### src/rtl/serial_sub16_pkg.sv
// ============================================================================
// serial_sub16_pkg : shared state encoding and default width for serial_sub16
// Revision: 1.0
// ============================================================================
`default_nettype none

package serial_sub16_pkg;

  localparam int DEFAULT_WIDTH = 16;

  typedef enum logic [1:0] {
    ST_IDLE = 2'd0,
    ST_RUN  = 2'd1,
    ST_DONE = 2'd2
  } state_t;

endpackage

`default_nettype wire

### src/rtl/serial_sub16_if.sv
// ============================================================================
// serial_sub16_if : start/busy/done handshake and operand/result bus
// Revision: 1.0
// ============================================================================
`default_nettype none

interface serial_sub16_if
  import serial_sub16_pkg::*;
#(
  parameter int WIDTH = DEFAULT_WIDTH
);

  logic             start;
  logic [WIDTH-1:0] a;
  logic [WIDTH-1:0] b;
  logic [WIDTH-1:0] diff;
  logic             borrow;
  logic             overflow;
  logic             busy;
  logic             done;

  modport master (
    output start, a, b,
    input  diff, borrow, overflow, busy, done
  );

  modport slave (
    input  start, a, b,
    output diff, borrow, overflow, busy, done
  );

endinterface

`default_nettype wire

### src/rtl/serial_sub16_cell.sv
// ============================================================================
// serial_sub_cell : combinational 1-bit full adder reused every serial cycle
// Revision: 1.0
// ============================================================================
`default_nettype none

module serial_sub_cell (
  input  logic x,
  input  logic y,
  input  logic cin,
  output logic s,
  output logic cout
);

  assign s    = x ^ y ^ cin;
  assign cout = (x & y) | (x & cin) | (y & cin);

endmodule

`default_nettype wire

### src/rtl/serial_sub16.sv
// ============================================================================
// serial_sub16 : bit-serial two's-complement subtractor, diff = a - b, LSB first
// Revision: 1.0
// ============================================================================
`default_nettype none

module serial_sub16
  import serial_sub16_pkg::*;
#(
  parameter int WIDTH = DEFAULT_WIDTH
) (
  input  logic           clock,
  input  logic           reset,
  serial_sub16_if.slave  bus
);

  localparam int              CW   = $clog2(WIDTH);
  localparam logic [CW-1:0]   LAST = CW'(WIDTH - 1);

  state_t           state;
  logic [WIDTH-1:0] a_sh;
  logic [WIDTH-1:0] b_sh;
  logic [WIDTH-1:0] diff_reg;
  logic [CW-1:0]    count;
  logic             carry;
  logic             a_msb;
  logic             b_msb;
  logic             borrow_reg;
  logic             overflow_reg;
  logic             busy_reg;
  logic             done_reg;

  logic             b_inv;
  logic             bit_sum;
  logic             bit_carry;

  // Subtraction as a + ~b + 1: the +1 enters through the initial carry.
  assign b_inv = ~b_sh[0];

  serial_sub_cell u_cell (
    .x    (a_sh[0]),
    .y    (b_inv),
    .cin  (carry),
    .s    (bit_sum),
    .cout (bit_carry)
  );

  always_ff @(posedge clock) begin
    if (reset) begin
      state        <= ST_IDLE;
      a_sh         <= '0;
      b_sh         <= '0;
      diff_reg     <= '0;
      count        <= '0;
      carry        <= 1'b1;
      a_msb        <= 1'b0;
      b_msb        <= 1'b0;
      borrow_reg   <= 1'b0;
      overflow_reg <= 1'b0;
      busy_reg     <= 1'b0;
      done_reg     <= 1'b0;
    end else begin
      done_reg <= 1'b0;
      case (state)
        ST_IDLE: begin
          if (bus.start) begin
            a_sh     <= bus.a;
            b_sh     <= bus.b;
            a_msb    <= bus.a[WIDTH-1];
            b_msb    <= bus.b[WIDTH-1];
            carry    <= 1'b1;
            count    <= '0;
            diff_reg <= '0;
            busy_reg <= 1'b1;
            state    <= ST_RUN;
          end
        end
        ST_RUN: begin
          diff_reg[count] <= bit_sum;
          carry           <= bit_carry;
          a_sh            <= a_sh >> 1;
          b_sh            <= b_sh >> 1;
          // Hold the counter at the last index so it never wraps.
          if (count == LAST) begin
            state <= ST_DONE;
          end else begin
            count <= count + 1'b1;
          end
        end
        ST_DONE: begin
          done_reg     <= 1'b1;
          borrow_reg   <= ~carry;
          overflow_reg <= (a_msb != b_msb) && (diff_reg[WIDTH-1] != a_msb);
          busy_reg     <= 1'b0;
          state        <= ST_IDLE;
        end
        default: begin
          busy_reg <= 1'b0;
          state    <= ST_IDLE;
        end
      endcase
    end
  end

  assign bus.diff     = diff_reg;
  assign bus.borrow   = borrow_reg;
  assign bus.overflow = overflow_reg;
  assign bus.busy     = busy_reg;
  assign bus.done     = done_reg;

endmodule

`default_nettype wire
### src/flat_wrapper.sv
// flat-port wrapper written by rule: the top's interface ports become plain ports
module serial_sub16_flat import serial_sub16_pkg::*;
#(
  parameter int WIDTH = DEFAULT_WIDTH
)
  (clock, reset, bus_start, bus_a, bus_b, bus_diff, bus_borrow, bus_overflow, bus_busy, bus_done);
  serial_sub16_if #(.WIDTH(WIDTH)) bus_i ();
  input  logic clock;
  input  logic reset;
  input wire logic [$bits(bus_i.start)-1:0] bus_start;
  input wire logic [$bits(bus_i.a)-1:0] bus_a;
  input wire logic [$bits(bus_i.b)-1:0] bus_b;
  output wire logic [$bits(bus_i.diff)-1:0] bus_diff;
  output wire logic [$bits(bus_i.borrow)-1:0] bus_borrow;
  output wire logic [$bits(bus_i.overflow)-1:0] bus_overflow;
  output wire logic [$bits(bus_i.busy)-1:0] bus_busy;
  output wire logic [$bits(bus_i.done)-1:0] bus_done;
  assign bus_i.start = bus_start;
  assign bus_i.a = bus_a;
  assign bus_i.b = bus_b;
  assign bus_diff = bus_i.diff;
  assign bus_borrow = bus_i.borrow;
  assign bus_overflow = bus_i.overflow;
  assign bus_busy = bus_i.busy;
  assign bus_done = bus_i.done;
  serial_sub16 #(.WIDTH(WIDTH)) u_core (.clock(clock), .reset(reset), .bus(bus_i));
endmodule
### config.mk
export PLATFORM = sky130hd
export DESIGN_NAME = serial_sub16_flat
export DESIGN_NICKNAME = d
export VERILOG_FILES = /design/src/rtl/serial_sub16_pkg.sv /design/src/rtl/serial_sub16_if.sv /design/src/rtl/serial_sub16_cell.sv /design/src/rtl/serial_sub16.sv /design/src/flat_wrapper.sv
export SDC_FILE = /design/constraint.sdc
export NUM_CORES = 1
export LEC_CHECK = 0
export CORE_MARGIN = 2
export CORE_UTILIZATION = 50
export CTS_BUF_LIST = sky130_fd_sc_hd__clkbuf_4
export CTS_CLUSTER_SIZE = 40
export DETAILED_ROUTE_END_ITERATION = 6
export GPL_ROUTABILITY_DRIVEN = 1
export HOLD_SLACK_MARGIN = 0.1
export PLACE_DENSITY = 0.76
export RECOVER_POWER = 100
export SLEW_MARGIN = 0
export SYNTH_ARGS = -nofsm -noshare
export SYNTH_HDL_FRONTEND = slang
export SYNTH_SLANG_ARGS = --single-unit
### constraint.sdc
create_clock -name clock -period 4.1 [get_ports clock]
set_input_delay 0.82 -clock clock [delete_from_list [all_inputs] [get_ports clock]]
set_output_delay 0.82 -clock clock [all_outputs]
set_load 0.01 [all_outputs]
==> results.yml, run 1 <==
run_status:
  outcome: "finished, violations left"
  failed_checks: "capacitance limit, slew limit"
clock_network:
  cts_buffer_depth: 2
  cts_tree: "built"
  worstSkewPairLatency_ns: 0.41
  ctsHoldBuffers: 0
  cts_buffers: 9
  root_buffer: "clkbuf_4"
  clock_sinks: 61
  postCtsSetupBuffers: 0
  htree_levels: 3
  clk_pin_slew_ns: 0.10
  cts-resized-gates: 0
timing:
  hold_ws_ns: 0.464
  post-route-period-util: 0.615
  fmax_mhz: 396
  skew_ns: 0.0115
  setup_viol: 0
  tightest_slew_ns: 1.52
  slew_headroom: -0.0161
  finalHoldViolations: 0
  slew_violations: 32
  fin_crit_ns: 2.52
  rsz0062_at_grt: "no"
  setup_tns_ns: 0
yosys:
  syn_nets: 374
  synth_top_area_share: 0.401
  synth_area_leaders: "dfxtp_1 (40%), a211oi_2 (10%), a21oi_1 (5.4%)"
  synth_common_cells: "dfxtp_1 (61), nor2_1 (40), nand2_1 (36)"
  synth-seq-area-share: 0.401
  syn-cell-area_mm2: 0.00305
  synth_top_cell_by_area: "dfxtp_1"
  syn_inst: 334
  synth_cell_type_count: 49
  ys_warn_count: 0
  ys_seq_elements: 61
  ys.flop_type: "dfxtp_1"
  yosysMostFrequentCell: "dfxtp_1"
  synth_edf_count: 0
  ys_async_sr_fraction: 0
  syn_area_per_cell_um2: 9.12
power_and_ir_drop:
  sw_frac_of_total: 0.258
  leakage_uw: 0.00140
  ir_worst_vdd_mv: 0.215
  total_power_uw: 1290
  pwr-share-seq: 0.503
  combPwrFrac: 0.135
  clkPwrFrac: 0.362
  p_int_uw: 954
  switchingPower_uw: 331
  cellPowerDensity_mw_per_mm2: 363
setup_path:
  r2r_cells: 4
  arrival_ns: 2.83
  r2r-end: "u_core.bus.diff[9]"
  cp.required_ns: 4.40
  path_class: "primary input to flop"
  r2r_slack_ns: 2.04
  endpoint_kind: "flop"
  start_kind: "primary input"
  reg2reg_from: "u_core.a_sh[0]"
  critPathMaxFanout: 31
global_routing:
  antenna_found_initial: 0
  grt_max_degree: 40
  grt_pass1_vias: 2343
  grt_overflow: 0
  grt_pass1_wl_um: 10100
  grt_usage: 0.194
final_layout:
  n_antenna_cell: 0
  nets: 412
  finalInstanceArea_mm2: 0.00354
  multiInputGateArea_mm2: 0.00150
  fill_cells: 531
  regArea_mm2: 0.00122
  final_util: 0.597
  drive_gt1_frac: 0.101
  area_growth_pct: 16.1
worst_hold_path:
  min_to: "u_core.bus.diff[7]"
  min_delay_path_depth: 2
  hp-start: "u_core.bus.diff[7]"
  worstHoldPathType: "flop to flop"
floorplanning:
  core_mm2: 0.00592
  dieHeight_um: 82.0
  io_pins: 55
  die_width_um: 82.0
  rows: 28
  initial_core_util: 0.514
  die_area_mm2: 0.00673
drt:
  route.met3.wl_um: 234
  drt-pass1-iter-count: 5
  num_vias: 2524
  ant_nets: 0
  drc: 0
  met1_length_um: 2860
  drtIter0Drc: 114
  wl_per_cell_um: 13.5
  top_layer: "met4"
  wl_met2_um: 2880
  vias_per_cell: 5.58
  wl_um: 6090
flow_run:
  max_cap_viol_count: 1
placed_design:
  gp_congestion: 0.819
  dpl_cell_area_mm2: 0.00349
  port_buffers: 54
  dp_hpwl_um: 3990
[layout make-up]
type                       count  area share
inverter                       4     0.00424
tap                           75      0.0265
clock inverter                 6      0.0219
sequential                    61       0.345
timing repair buffer          57       0.157
multi-input combinational    239       0.423
clock buffer                  10      0.0212
[critical path, cell delays in order]
cell	delay, ns
clkbuf_1	1.08
nor3b_1	0.31
and4b_1	0.37
a22o_1	0.24
[metal layers]
| metal | up-vias | GRT usage |
|---|---|---|
| met2 | 58 | 0.331 |
| met1 | 1174 | 0.226 |
| met4 | 0 | 0.102 |
| met3 | 10 | 0.0418 |
| li1 | 1282 | - |
| met5 | - | 0 |
[layout by cell type (no fill, tap or decap), types with 3 or more instances in the layout]
cell,instances
nor2_1,40
nor4_1,3
nand2_1,36
buf_4,3
a211oi_2,7
nand3_1,9
nand2b_1,5
a31o_2,7
clkbuf_4,10
clkdlybuf4s50_1,32
and4b_1,6
dfxtp_1,61
a22o_1,8
ha_1,4
inv_1,4
nor3_1,8
o31ai_1,8
a21oi_1,33
nor2b_1,6
dlygate4sd3_1,21
o22ai_1,3
a211oi_1,23
[power groups by stage]
stage / clock (uW) / combinational, uW / sequential [uW]
floorplan: 0 / 146 / 653
global placement: 0 / 187 / 659
detailed placement: 0 / 191 / 660
CTS: 476 / 192 / 646
global route: 502 / 194 / 651
finish: 465 / 174 / 646
[cell families after synthesis]
kind of cell | after synthesis | share of synthesized area
and+or+nand+nor | 132 | 0.224
muxes | 2 | 0.00657
buffers and inverters | 34 | 0.0719
AOI/OAI and AO/OA | 100 | 0.273
DFF | 61 | 0.401
adders and majority gates | 5 | 0.0230
[metrics by stage]
step                      setup WS [ns]  cells
final                              1.58    452
after floorplan                    2.48    334
after global routing               1.38    452
after global placement             1.59    436
after CTS                          1.86    452
after detailed placement           1.55    436
[worst max-delay path by stage]
| stage | startpoint | end | cells after the start |
|---|---|---|---|
| after floorplan | reset | u_core.b_sh[10] | 3 |
| after global placement | bus_start | u_core.bus.diff[11] | 4 |
| after detailed placement | bus_start | u_core.b_sh[14] | 4 |
| after CTS | u_core.bus.diff[15] | bus_diff[15] | 1 |
| after global routing | reset | u_core.bus.diff[8] | 4 |
| final | reset | u_core.bus.diff[9] | 4 |
Note: power is estimated with default switching activity, not from simulation.
==> run 2, diff against run 1 <==
CORE_UTILIZATION = 49   (was 50)
PLACE_DENSITY = 0.77   (was 0.76)
clock period = 2.22 ns   (was 4.1 ns; I/O delays follow)
==> run 2 against run 1 <==
  * The flow now finishes without violations
  * Clock power increased by 56%
  * Register-to-register slack worse by 1.7 ns
  * Count of clock-buffer cells in the layout down 1
  * Sequential share of layout area decreased by 0.89 points
  * Critical path depth shrank 3
  * Final area up 2.7%
  * Wire length increased by 4.0%
  * Clock skew up 0.0018 ns
  * Non-clock buffer count grew 7
  * Via count is 2.3% higher
  * Critical path type is now flop to output pin
  * Largest power group unchanged
==> results.yml, run 2 (synthesized netlist as in run 1, its figures left out) <==
floorplanning:
  rows: 28
  io_pins: 55
  die_width_um: 82.8
  core_mm2: 0.00596
  dieHeight_um: 82.8
  die_area_mm2: 0.00686
  initial_core_util: 0.511
global_routing:
  grt_pass1_vias: 2454
  grt_usage: 0.193
  grt_overflow: 0
  grt_pass1_wl_um: 11200
  grt_max_degree: 36
  antenna_found_initial: 0
setup_path:
  path_class: "flop to output pin"
  r2r_slack_ns: 0.35
  cp.required_ns: 1.78
  r2r_cells: 4
  path_cells: "dlygate4sd3_1"
  critPathMaxFanout: 5
  arrival_ns: 1.44
  start_kind: "flop"
  endpoint_kind: "output pin"
  crit_buf_inv: 1
  r2r-end: "u_core.count[0]"
  cpPeakStageDelay_ns: 0.63
  critPathSlowestCell: "dlygate4sd3_1"
  path_delay_family: "buffers and inverters"
  reg2reg_from: "u_core.state[0]"
final_layout:
  finalInstanceArea_mm2: 0.00363
  final_cell_mix: "dfxtp_1 (61), nor2_1 (40), nand2_1 (36)"
  n_antenna_cell: 0
  fill_cells: 558
  regArea_mm2: 0.00122
  area_growth_pct: 19.2
  nets: 419
  drive_gt1_frac: 0.144
  multiInputGateArea_mm2: 0.00155
  final_common_cell: "dfxtp_1"
clock_network:
  cts-resized-gates: 0
  cts_buffer_depth: 2
  worstSkewPairLatency_ns: 0.40
  cts_tree: "built"
  postCtsSetupBuffers: 0
  htree_levels: 3
  clk_pin_slew_ns: 0.10
  cts_buffers: 9
  root_buffer: "clkbuf_4"
  clock_sinks: 61
  ctsHoldBuffers: 0
drt:
  wl_um: 6330
  drt-pass1-iter-count: 4
  drtIter0Drc: 127
  num_vias: 2583
  vias_per_cell: 5.64
  ant_nets: 0
  wl_per_cell_um: 13.8
  drc: 0
worst_hold_path:
  min_to: "u_core.bus.diff[7]"
  min_delay_path_depth: 2
  hp-start: "u_core.bus.diff[7]"
  worstHoldPathType: "flop to flop"
timing:
  finalHoldViolations: 0
  post-route-period-util: 0.848
  skew_ns: 0.0133
  setup_viol: 0
  rsz0062_at_grt: "no"
  slew_headroom: 0.590
  fin_crit_ns: 1.88
  fmax_mhz: 531
  tightest_slew_ns: 0.614
  setup_tns_ns: 0
  slew_violations: 0
placed_design:
  port_buffers: 54
  gp_congestion: 0.712
  dpl_cell_area_mm2: 0.00357
  dp_hpwl_um: 4310
flow_run:
  max_cap_viol_count: 0
run_status:
  outcome: "completed"
power_and_ir_drop:
  cellPowerDensity_mw_per_mm2: 627
  ir_worst_vdd_mv: 0.359
  leakage_uw: 0.00143
==> run 2: cell types whose count changed in the layout (fill, tap and decap cells not counted), sizes merged <==
cell	delta
clkdlybuf4s50	+1
buf	+6
dlygate4sd3	-1
bufinv	-1
clkinvlp	+1
==> run 2: worst max path at each step <==
| stage | depth (start not counted) | slack [ns] | to | startpoint |
|---|---|---|---|---|
| 2_1_floorplan | 4 | 0.63 | u_core.bus.diff[10] | u_core.a_sh[0] |
| 3_3_place_gp | 4 | 0.30 | u_core.count[0] | bus_start |
| 3_5_place_dp | 4 | 0.23 | u_core.count[0] | bus_start |
| 4_1_cts | 1 | 0.37 | bus_diff[15] | u_core.bus.diff[15] |
| 5_1_grt | 5 | 0.22 | u_core.a_sh[11] | u_core.state[0] |
| 6_report | 1 | 0.34 | bus_diff[15] | u_core.bus.diff[15] |
==> run 2: report_power, final <==
group | switching [uW] | total, uW | leakage (uW) | internal [uW]
Sequential | 37.5 | 1190 | 0.000501 | 1150
Clock | 398 | 724 | 0.0000666 | 326
Combinational | 191 | 361 | 0.000861 | 170
==> run 2: area by class of cell <==
type	instances	area share
multi-input cells	239	0.427
flip-flops and latches	61	0.336
repair buffers	64	0.173
well taps	75	0.0258
clock buffers	9	0.0186
clock inverters	6	0.0152
inverters	4	0.00414
==> run 2: worst register-to-register path, cell delays in order (launching register included) <==
cell	delay (ns)
dfxtp_1	0.45
buf_4	0.24
nor3b_1	0.51
nor2_1	0.27
a31o_2	0.30
==> run 2: through the flow <==
| step | hold slack (ns) | instances | power (uW) | utilization | setup slack (ns) |
|---|---|---|---|---|---|
| floorplan | 0.462 | 334 | 1480 | - | 0.629 |
| global placement | 0.457 | 443 | 1580 | 0.600 | 0.304 |
| detailed placement | 0.460 | 443 | 1590 | 0.600 | 0.228 |
| CTS | 0.482 | 458 | 2310 | 0.620 | 0.372 |
| global route | 0.502 | 458 | 2390 | 0.610 | 0.217 |
| finish | 0.476 | 458 | 2280 | 0.610 | 0.337 |
==> run 2: per-layer routing <==
metal	wire length (um)	share of wire	track usage
met1	3000	0.47	0.241
met2	3030	0.48	0.336
met3	218	0.034	0.0308
met4	91	0.014	0.0671
met5	0	0	0
